[src/rtl/icache_pkg.sv]
// Shared definitions for the direct-mapped instruction cache:
// default geometry, the refill state encoding and the NOP returned while refilling.
package icache_pkg;

    localparam int DEF_SETS       = 16;
    localparam int DEF_WORDS      = 4;
    localparam int DEF_ADDR_WIDTH = 32;

    // Byte offset inside a 32-bit word; always two bits.
    localparam int OFFSET_W = 2;

    // Field widths for the default geometry (2/2/4/24 split of a 32-bit PC).
    localparam int DEF_WORD_W  = $clog2(DEF_WORDS);
    localparam int DEF_INDEX_W = $clog2(DEF_SETS);
    localparam int DEF_TAG_W   = DEF_ADDR_WIDTH - DEF_INDEX_W - DEF_WORD_W - OFFSET_W;

    // addi x0, x0, 0 -- a harmless, deterministic instruction while stalled.
    localparam logic [31:0] NOP = 32'h00000013;

    typedef enum logic {
        IDLE   = 1'b0,
        REFILL = 1'b1
    } icache_state_t;

endpackage

[src/rtl/icache_refill_fsm.sv]
// Refill controller: tracks IDLE/REFILL, the latched line, the beat counter
// and a pending flush, drives the memory request and produces the write
// strobes for the tag/data/valid storage held in icache_fetch.
module icache_refill_fsm
    import icache_pkg::*;
#(
    parameter int SETS           = DEF_SETS,
    parameter int WORDS_PER_LINE = DEF_WORDS,
    parameter int ADDR_WIDTH     = DEF_ADDR_WIDTH,
    localparam int WORD_W        = $clog2(WORDS_PER_LINE),
    localparam int INDEX_W       = $clog2(SETS),
    localparam int LINE_W        = WORD_W + OFFSET_W,
    localparam int LINE_HI_W     = ADDR_WIDTH - LINE_W,
    localparam int TAG_W         = LINE_HI_W - INDEX_W
)(
    input  logic                  clk,
    input  logic                  rst,
    input  logic                  hit,
    input  logic [LINE_HI_W-1:0]  pc_line,
    input  logic                  fence_i,
    input  logic                  mem_valid,
    output logic                  refilling,
    output logic                  start,
    output logic                  mem_req,
    output logic [ADDR_WIDTH-1:0] mem_addr,
    output logic                  wr_en,
    output logic [INDEX_W-1:0]    wr_index,
    output logic [WORD_W-1:0]     wr_word,
    output logic [TAG_W-1:0]      wr_tag,
    output logic                  last_beat,
    output logic                  set_valid,
    output logic                  flush_all
);

    icache_state_t         state_reg;
    logic [WORD_W-1:0]     beat_cnt_reg;
    logic [LINE_HI_W-1:0]  line_reg;
    logic                  flush_pending_reg;
    logic                  mem_req_reg;
    logic [ADDR_WIDTH-1:0] mem_addr_reg;
    logic                  flush_now;

    assign refilling = (state_reg == REFILL);
    assign start     = !refilling && !hit;
    assign wr_en     = refilling && mem_valid;
    assign last_beat = wr_en && (beat_cnt_reg == WORD_W'(WORDS_PER_LINE - 1));
    // A fence arriving on the final beat itself is honoured like a pending one.
    assign flush_now = flush_pending_reg || fence_i;
    assign set_valid = last_beat && !flush_now;
    assign flush_all = (!refilling && fence_i) || (last_beat && flush_now);
    assign wr_index  = line_reg[INDEX_W-1:0];
    assign wr_tag    = line_reg[LINE_HI_W-1:INDEX_W];
    assign wr_word   = beat_cnt_reg;
    assign mem_req   = mem_req_reg;
    assign mem_addr  = mem_addr_reg;

    // State, beat counter, latched line and registered memory request.
    always_ff @(posedge clk) begin
        if (rst) begin
            state_reg         <= IDLE;
            beat_cnt_reg      <= '0;
            line_reg          <= '0;
            flush_pending_reg <= 1'b0;
            mem_req_reg       <= 1'b0;
            mem_addr_reg      <= '0;
        end else begin
            case (state_reg)
                IDLE: begin
                    if (!hit) begin
                        state_reg         <= REFILL;
                        line_reg          <= pc_line;
                        beat_cnt_reg      <= '0;
                        flush_pending_reg <= 1'b0;
                        mem_req_reg       <= 1'b1;
                        mem_addr_reg      <= {pc_line, {LINE_W{1'b0}}};
                    end
                end
                REFILL: begin
                    if (fence_i) begin
                        flush_pending_reg <= 1'b1;
                    end
                    if (mem_valid) begin
                        if (beat_cnt_reg == WORD_W'(WORDS_PER_LINE - 1)) begin
                            state_reg         <= IDLE;
                            beat_cnt_reg      <= '0;
                            flush_pending_reg <= 1'b0;
                            mem_req_reg       <= 1'b0;
                        end else begin
                            beat_cnt_reg <= beat_cnt_reg + WORD_W'(1);
                            mem_addr_reg <= {line_reg, beat_cnt_reg + WORD_W'(1),
                                             {OFFSET_W{1'b0}}};
                        end
                    end
                end
                default: state_reg <= IDLE;
            endcase
        end
    end

endmodule

[src/rtl/icache_fetch.sv]
// Direct-mapped read-only instruction cache. Hits return the instruction
// combinationally; misses stall and refill one line beat by beat.
// Optional hit/miss counters are built when ICACHE_STATS_EN is defined.
module icache_fetch
    import icache_pkg::*;
#(
    parameter int SETS           = DEF_SETS,
    parameter int WORDS_PER_LINE = DEF_WORDS,
    parameter int ADDR_WIDTH     = DEF_ADDR_WIDTH
)(
    input  logic                  clk,
    input  logic                  rst,
    input  logic [ADDR_WIDTH-1:0] pc,
    input  logic                  fence_i,
    output logic [31:0]           instr,
    output logic                  stall,
    output logic                  mem_req,
    output logic [ADDR_WIDTH-1:0] mem_addr,
`ifdef ICACHE_STATS_EN
    output logic [31:0]           hit_count,
    output logic [31:0]           miss_count,
`endif
    input  logic                  mem_valid,
    input  logic [31:0]           mem_rdata
);

    localparam int WORD_W    = $clog2(WORDS_PER_LINE);
    localparam int INDEX_W   = $clog2(SETS);
    localparam int LINE_W    = WORD_W + OFFSET_W;
    localparam int LINE_HI_W = ADDR_WIDTH - LINE_W;
    localparam int TAG_W     = LINE_HI_W - INDEX_W;

    logic [WORD_W-1:0]  pc_word;
    logic [INDEX_W-1:0] pc_index;
    logic [TAG_W-1:0]   pc_tag;
    logic               hit;
    logic               refilling, start, wr_en, last_beat, set_valid, flush_all;
    logic [INDEX_W-1:0] wr_index;
    logic [WORD_W-1:0]  wr_word;
    logic [TAG_W-1:0]   wr_tag;
    logic               unused_pc_bits;

    logic               valid_reg [SETS];
    logic [TAG_W-1:0]   tag_mem   [SETS];
    logic [31:0]        data_mem  [SETS*WORDS_PER_LINE];

    assign pc_word        = pc[OFFSET_W +: WORD_W];
    assign pc_index       = pc[LINE_W +: INDEX_W];
    assign pc_tag         = pc[ADDR_WIDTH-1:LINE_W+INDEX_W];
    assign unused_pc_bits = &{1'b0, pc[OFFSET_W-1:0]};

    assign hit   = valid_reg[pc_index] && (tag_mem[pc_index] == pc_tag);
    assign stall = refilling || !hit;
    assign instr = refilling ? NOP : data_mem[{pc_index, pc_word}];

    icache_refill_fsm #(
        .SETS           (SETS),
        .WORDS_PER_LINE (WORDS_PER_LINE),
        .ADDR_WIDTH     (ADDR_WIDTH)
    ) u_refill (
        .clk       (clk),
        .rst       (rst),
        .hit       (hit),
        .pc_line   (pc[ADDR_WIDTH-1:LINE_W]),
        .fence_i   (fence_i),
        .mem_valid (mem_valid),
        .refilling (refilling),
        .start     (start),
        .mem_req   (mem_req),
        .mem_addr  (mem_addr),
        .wr_en     (wr_en),
        .wr_index  (wr_index),
        .wr_word   (wr_word),
        .wr_tag    (wr_tag),
        .last_beat (last_beat),
        .set_valid (set_valid),
        .flush_all (flush_all)
    );

    // Refill beats land in the data array; contents are never reset.
    always_ff @(posedge clk) begin
        if (wr_en) begin
            data_mem[{wr_index, wr_word}] <= mem_rdata;
        end
    end

    // The tag is committed with the final beat of the line.
    always_ff @(posedge clk) begin
        if (last_beat) begin
            tag_mem[wr_index] <= wr_tag;
        end
    end

    // One valid bit per line: cleared by reset or flush, set on a clean refill.
    for (genvar gi = 0; gi < SETS; gi++) begin : g_valid
        always_ff @(posedge clk) begin
            if (rst || flush_all) begin
                valid_reg[gi] <= 1'b0;
            end else if (set_valid && (wr_index == INDEX_W'(gi))) begin
                valid_reg[gi] <= 1'b1;
            end
        end
    end

`ifdef ICACHE_STATS_EN
    logic [31:0] hit_count_reg;
    logic [31:0] miss_count_reg;

    // Hit cycles in IDLE and IDLE->REFILL transitions; fence_i does not touch them.
    always_ff @(posedge clk) begin
        if (rst) begin
            hit_count_reg  <= '0;
            miss_count_reg <= '0;
        end else begin
            if (!refilling && hit) begin
                hit_count_reg <= hit_count_reg + 32'd1;
            end
            if (start) begin
                miss_count_reg <= miss_count_reg + 32'd1;
            end
        end
    end

    assign hit_count  = hit_count_reg;
    assign miss_count = miss_count_reg;
`endif

endmodule

[config.mk]
export PLATFORM = sky130hd
export DESIGN_NAME = icache_fetch
export DESIGN_NICKNAME = d
export VERILOG_FILES = /design/src/rtl/icache_pkg.sv /design/src/rtl/icache_refill_fsm.sv /design/src/rtl/icache_fetch.sv
export SDC_FILE = /design/constraint.sdc
export NUM_CORES = 2
export LEC_CHECK = 0
export ABC_AREA = 1
export BUFFER_PORTS_ARGS = -buffer_cell sky130_fd_sc_hd__buf_4
export CORE_MARGIN = 8
export CORE_UTILIZATION = 40
export DETAILED_ROUTE_END_ITERATION = 16
export PLACE_DENSITY_LB_ADDON = 0.12
export REMOVE_ABC_BUFFERS = 1
export SLEW_MARGIN = 10
export SYNTH_ARGS = -nofsm -noshare
export SYNTH_HDL_FRONTEND = slang
export SYNTH_SLANG_ARGS = --single-unit
[constraint.sdc]
create_clock -name clk -period 3.85 [get_ports clk]
set_clock_uncertainty 0.05 [all_clocks]
set_input_delay 0.9625 -clock clk [delete_from_list [all_inputs] [get_ports clk]]
set_output_delay 0.9625 -clock clk [all_outputs]
set_load 0.02 [all_outputs]
After elaboration in Yosys (flattened, before gate mapping)
Memories as Yosys holds them, arrays and structs flattened.
Cells that the tools add are included.
{"block": "word_totals", "regBits": 65, "ram_bits": 2448, "inputBits": 68, "output_inout_bits": 66, "word_cells": 175, "mem_count": 3}
{"block": "classes", "n_addsub": 1, "n_eq_ne": 21, "mux": 92, "bitwise_logic": 18, "reduce_logical": 34}
{"memory": "data_mem", "words": 64, "word_bits": 32, "read_ports": 1, "rd_ports_with_merged_regs": 0, "write_ports": 1, "line_no": "icache_fetch.sv:45", "source": "logic [31:0] data_mem [SETS*WORDS_PER_LINE];"}
{"memory": "tag_mem", "words": 16, "word_bits": 24, "read_ports": 1, "rd_ports_with_merged_regs": 0, "write_ports": 1, "line_no": "icache_fetch.sv:44", "source": "logic [TAG_W-1:0] tag_mem [SETS];"}
{"memory": "valid_reg", "words": 16, "word_bits": 1, "read_ports": 1, "rd_ports_with_merged_regs": 0, "write_ports": 16, "line_no": "icache_fetch.sv:43", "source": "logic valid_reg [SETS];"}
{"op": "32-bit two-way mux", "n": 4}
{"op": "1-bit two-way mux", "n": 80}
{"op": "32-bit one-hot mux with 2 select lines", "n": 1}
{"op": "4-bit == test (second input constant)", "n": 8}
{"op": "24-bit == test", "n": 1}
{"op": "1-bit logical AND", "n": 22}
{"op": "4-bit by 3-bit == test with 1-bit output (second input constant)", "n": 4}
{"op": "1-bit OR", "n": 16}
{"op": "4-bit by 2-bit == test with 1-bit output (second input constant)", "n": 2}
{"op": "2-bit != test (second input constant)", "n": 4}
{"op": "2-bit two-way mux", "n": 3}
{"op": "1-bit one-hot mux with 2 select lines", "n": 3}
{"op": "3-bit AND reduction", "n": 2}
{"op": "4-bit by 1-bit == test with 1-bit output (second input constant)", "n": 1}
{"op": "4-bit zero test", "n": 1}
{"op": "1-bit logical OR", "n": 4}
{"op": "2-bit one-hot mux with 2 select lines", "n": 1}
{"op": "2-bit AND reduction", "n": 2}
{"op": "1-bit zero test", "n": 3}
{"op": "2-bit by 1-bit adder with 2-bit output (second input constant)", "n": 1}
{"op": "2-bit == test (second input constant)", "n": 1}
{"op": "1-bit NOT", "n": 2}

Logic depth before layout (Yosys ltp)
{"block": "depth", "depth_word": 8, "depth_mapped": 23, "mapped_depth_nobuf": 18}

Cells and area by module
Synthesis repeated with hierarchy kept, for this count alone.
{"block": "hier_totals", "hier_cells": 8138, "hier_area_um2": 100770.4}
{"module": "icache_fetch", "n_inst": 1, "cells_each": 7692, "area_per_inst_um2": 97746.2, "seq_area_each_um2": 73500.5}
{"module": "icache_refill_fsm", "n_inst": 1, "cells_each": 446, "area_per_inst_um2": 3024.2, "seq_area_each_um2": 1261.2}

Worst setup path after synthesis
Ideal clock, no wire load.
{"block": "synth_timing", "kind": "input -> output", "startpoint": "input pc[2]", "endpoint": "output instr[4]", "arrival_ns": 3.344, "t_required_ns": 2.838, "setup_slack_ns": -0.506, "path_stages": 11, "path_buffers": 5, "path_cell_list": "clkbuf_1 -> buf_2 -> buf_2 -> clkbuf_1 -> clkbuf_1 -> nor2_1 -> o22ai_1 -> nor2_1 -> o22ai_1 -> nor2_1 -> o311ai_0"}
{"block": "synth_between", "elab_chain_len": 2}
{"item": "start, declared", "line_no": "icache_fetch.sv:13", "source": "input logic [ADDR_WIDTH-1:0] pc,"}
{"item": "memory read 64 x 32 bit"}
{"item": "32-bit two-way mux", "line_no": "icache_fetch.sv:54", "source": "assign instr = refilling ? NOP : data_mem[{pc_index, pc_word}];"}
{"item": "end, declared", "line_no": "icache_fetch.sv:15", "source": "output logic [31:0] instr,"}
Every way passes these cells.

Worst setup path in the final report
{"block": "layout_timing", "startpoint": "input pc[2]", "endpoint": "output instr[27]"}
Same word-level chain as after synthesis.

==> results.json <==
{
  "status": "finished with violations",
  "violations": "setup timing",
  "synth.distinct_cells": 43,
  "yosysWarnings": 0,
  "largest_register_ffs": 2048,
  "hold_ws_ns": 0.314,
  "clkSlewWorstSetupHoldPaths_ns": 0.06,
  "endpoint_kind": "primary output",
  "cts_hold_buf": 0,
  "vdd_drop_max_mv": 0.381,
  "root_buffer": "clkbuf_16",
  "synth_top_area_share_pct": 73.7,
  "period_minus_slack_ns": 4.19,
  "cp_max_fo": 11,
  "drc": 0,
  "syn-cell-area_sq_mm": 0.0997,
  "reg2reg_depth": 6,
  "crit_chain": "buf_16, buf_16, buf_8, buf_4, o21ai_0, o22ai_1, nor2_1, o31ai_1, nand2_1, a21oi_2, buf_6, a21o_1, buf_12, buf_4",
  "fp-row-count": 183,
  "fin_crit_sh_pct": 109,
  "path_class": "primary input to primary output",
  "drt_first_iter_violations": 7039,
  "antenna_left": 0,
  "worst_ep_required_time_ns": 2.84,
  "die_h_um": 515,
  "critical-path-slowest-cell": "buf_16",
  "wl_per_cell_um": 27.6,
  "synthAdderAreaFrac_pct": 0.0126,
  "start_util_pct": 40.2,
  "area_delta_synth_final_pct": 22.9,
  "via_per_inst": 5.66,
  "netlist_top_cells_area": "edfxtp_1 74%, o21ai_0 6.5%, nor2_1 5.5%, o22ai_1 3.4%, nand2_1 3.0%",
  "die_w_um": 515,
  "cts_buffers": 290,
  "clockBufferDepth": 4,
  "grtUsageTotal_pct": 24.2,
  "overflow": 0,
  "ctsHtreeMaxLevel": 5,
  "synth.avg_cell_area_sq_um": 12.5,
  "r2r-start": "u_refill.refilling",
  "slew_headroom_pct": 46.1,
  "cp-start-kind": "primary input",
  "synth_top_family_by_area": "compound AO/OA/AOI/OAI gates",
  "synth_mux_area_share_pct": 0.0100,
  "tightest_slew_ns": 0.803,
  "holdPathStages": 3,
  "cts_tree": "built",
  "grt_pass1_wl_um": 471000,
  "synth_compound_area_share_pct": 11.8,
  "first_pass_iters": 8,
  "nNetsFinal": 8658,
  "synth-seq-area-share_pct": 75.0,
  "layout-drive-gt1-share_pct": 17.1,
  "p_leak_nw": 41.9,
  "die_area_sq_mm": 0.265,
  "hold_path.class": "primary input to register",
  "rsz0062_at_grt": "yes",
  "synth_simple_gate_area_share_pct": 10.1,
  "crit_start": "pc[2]",
  "cap_violations": 0,
  "antenna_found_initial": 13,
  "power_density_mw_per_mm2": 496,
  "cts_sinks": 2511,
  "worst_slack_ns": -0.337,
  "routabilityCongestion": 0.820,
  "num_io_pins": 134,
  "clk_latency_ns": 0.91,
  "arrival_ns": 3.17,
  "grt_max_degree": 94,
  "grt_pass1_vias": 64924,
  "num_vias": 68558,
  "wirelength_um": 335000,
  "synth_top_cell_by_area": "edfxtp_1",
  "synthCells": 7951,
  "fp.coreArea_sq_mm": 0.248,
  "synth_xor_area_share_pct": 0,
  "hold_viol": 0,
  "setup_violations": 33,
  "fmax_mhz": 239,
  "hold_start": "pc[18]",
  "portBuffers": 129,
  "hpwlAfterDp_um": 185000,
  "max_stage_delay_ns": 0.22,
  "ys_seq_elements": 2511,
  "drv_slew": 0,
  "fin_setup_tns_ns": -6.88
}
==> cells in the mapped netlist, drive strengths merged <==
cell type and number:
a211oi 1, a21boi 1, a21o 7, a21oi 104, a22o 8, a31o 2, a31oi 3, a32o 8
buf 108, clkbuf 455, clkinv 10, conb 1, dfxtp 64, edfxtp 2447, ha 1, inv 183
mux2i 1, nand2 794, nand3 291, nand4 9, nor2 1457, nor3 1, o211ai 24, o21a 1
o21ai 1330, o21bai 2, o221ai 50, o22ai 542, o311ai 4, o31ai 21, o32ai 11, or2 10
==> where the power goes <==
group	total [mW]	leakage [nW]	switching (mW)	internal, mW
registers	30.3	22.6	0.146	30.1
clock network	25.8	4.24	10.7	15.1
logic	4.73	15.1	2.99	1.74
==> worst paths after layout <==
path | end | slack [ns]
setup / recovery | instr[27] | -0.34
hold / removal | u_refill.line_reg[14] | 0.31
setup reg to reg | data_mem[14][5] | 0.76
hold reg to reg | u_refill.mem_addr[25] | 0.41
==> layer usage <==
| metal | up-vias | GRT usage, % | share of wire, % |
|---|---|---|---|
| met5 | - | 0 | 0.0078 |
| met4 | 4 | 7.44 | 3.2 |
| met3 | 572 | 3.66 | 7.0 |
| met2 | 2691 | 39.7 | 48 |
| met1 | 34808 | 33.3 | 42 |
| li1 | 30483 | - | - |
==> stage by stage <==
| stage | std cells | power (mW) | worst slack (ns) | util [%] | area [sq um] |
|---|---|---|---|---|---|
| 2_1_floorplan | 7389 | 32.6 | -13.88 | - | 97300 |
| 3_3_place_gp | 11514 | 35.0 | -0.678 | 44.4 | 110000 |
| 3_5_place_dp | 11514 | 35.0 | -0.634 | 44.4 | 110000 |
| 4_1_cts | 12077 | 61.0 | -0.293 | 48.9 | 121000 |
| 5_1_grt | 12114 | 62.5 | -0.368 | 49.3 | 122000 |
| 6_report | 12115 | 60.8 | -0.337 | 49.3 | 122000 |
==> cell usage in the layout (no fill, tap or decap), types with 11 or more instances in the layout <==
cell	n
buf_4	581
clkbuf_1	52
buf_12	166
clkinv_2	32
clkbuf_16	312
o21ai_1	136
o21ai_0	1191
nor2_4	87
edfxtp_1	2447
bufbuf_16	18
a21oi_1	98
o221ai_1	47
clkinv_1	78
nand3_1	246
buf_16	44
o31ai_1	11
o211ai_1	24
nor2_1	1358
nand2_2	23
nand2_1	766
o22ai_1	531
nor2_2	12
o22ai_2	11
inv_1	178
nand3_2	45
dfxtp_1	63
buf_6	59
buf_8	18
bufinv_16	17
==> timing repair <==
| item | CTS | global route |
|---|---|---|
| pin swaps | 52 | 48 |
| setup buffers | 51 | 15 |
| resized for setup | 270 | 175 |
| setup endpoints to repair | 33 | 33 |
| gates cloned | 31 | 19 |
==> cell type report <==
class,instances,area (sq um)
timing repair buffer,904,10900
antenna,5,12.5
inverter,193,801
timing repair inverter,4,42.5
tap,3330,4170
clock inverter,134,1100
sequential,2511,74800
fill,21698,126000
clock buffer,349,7590
multi-input combinational,4685,23100
==> cell families (layout without fill, tap and decap cells) <==
logic type	Yosys count	after routing
adders and majority gates	1	1
muxes	1	1
AOI/OAI and AO/OA	2119	2119
buffers and inverters	756	1584
DFF	2511	2511
and+or+nand+nor	2562	2562
other	1	7
==> critical path: cells and delay by family <==
kind,cells,cell delay [ns]
and+or+nand+nor,2,0.23
AOI/OAI and AO/OA,5,0.81
buffers and inverters,7,1.09
No activity file was read; power rests on OpenSTA's default activity.
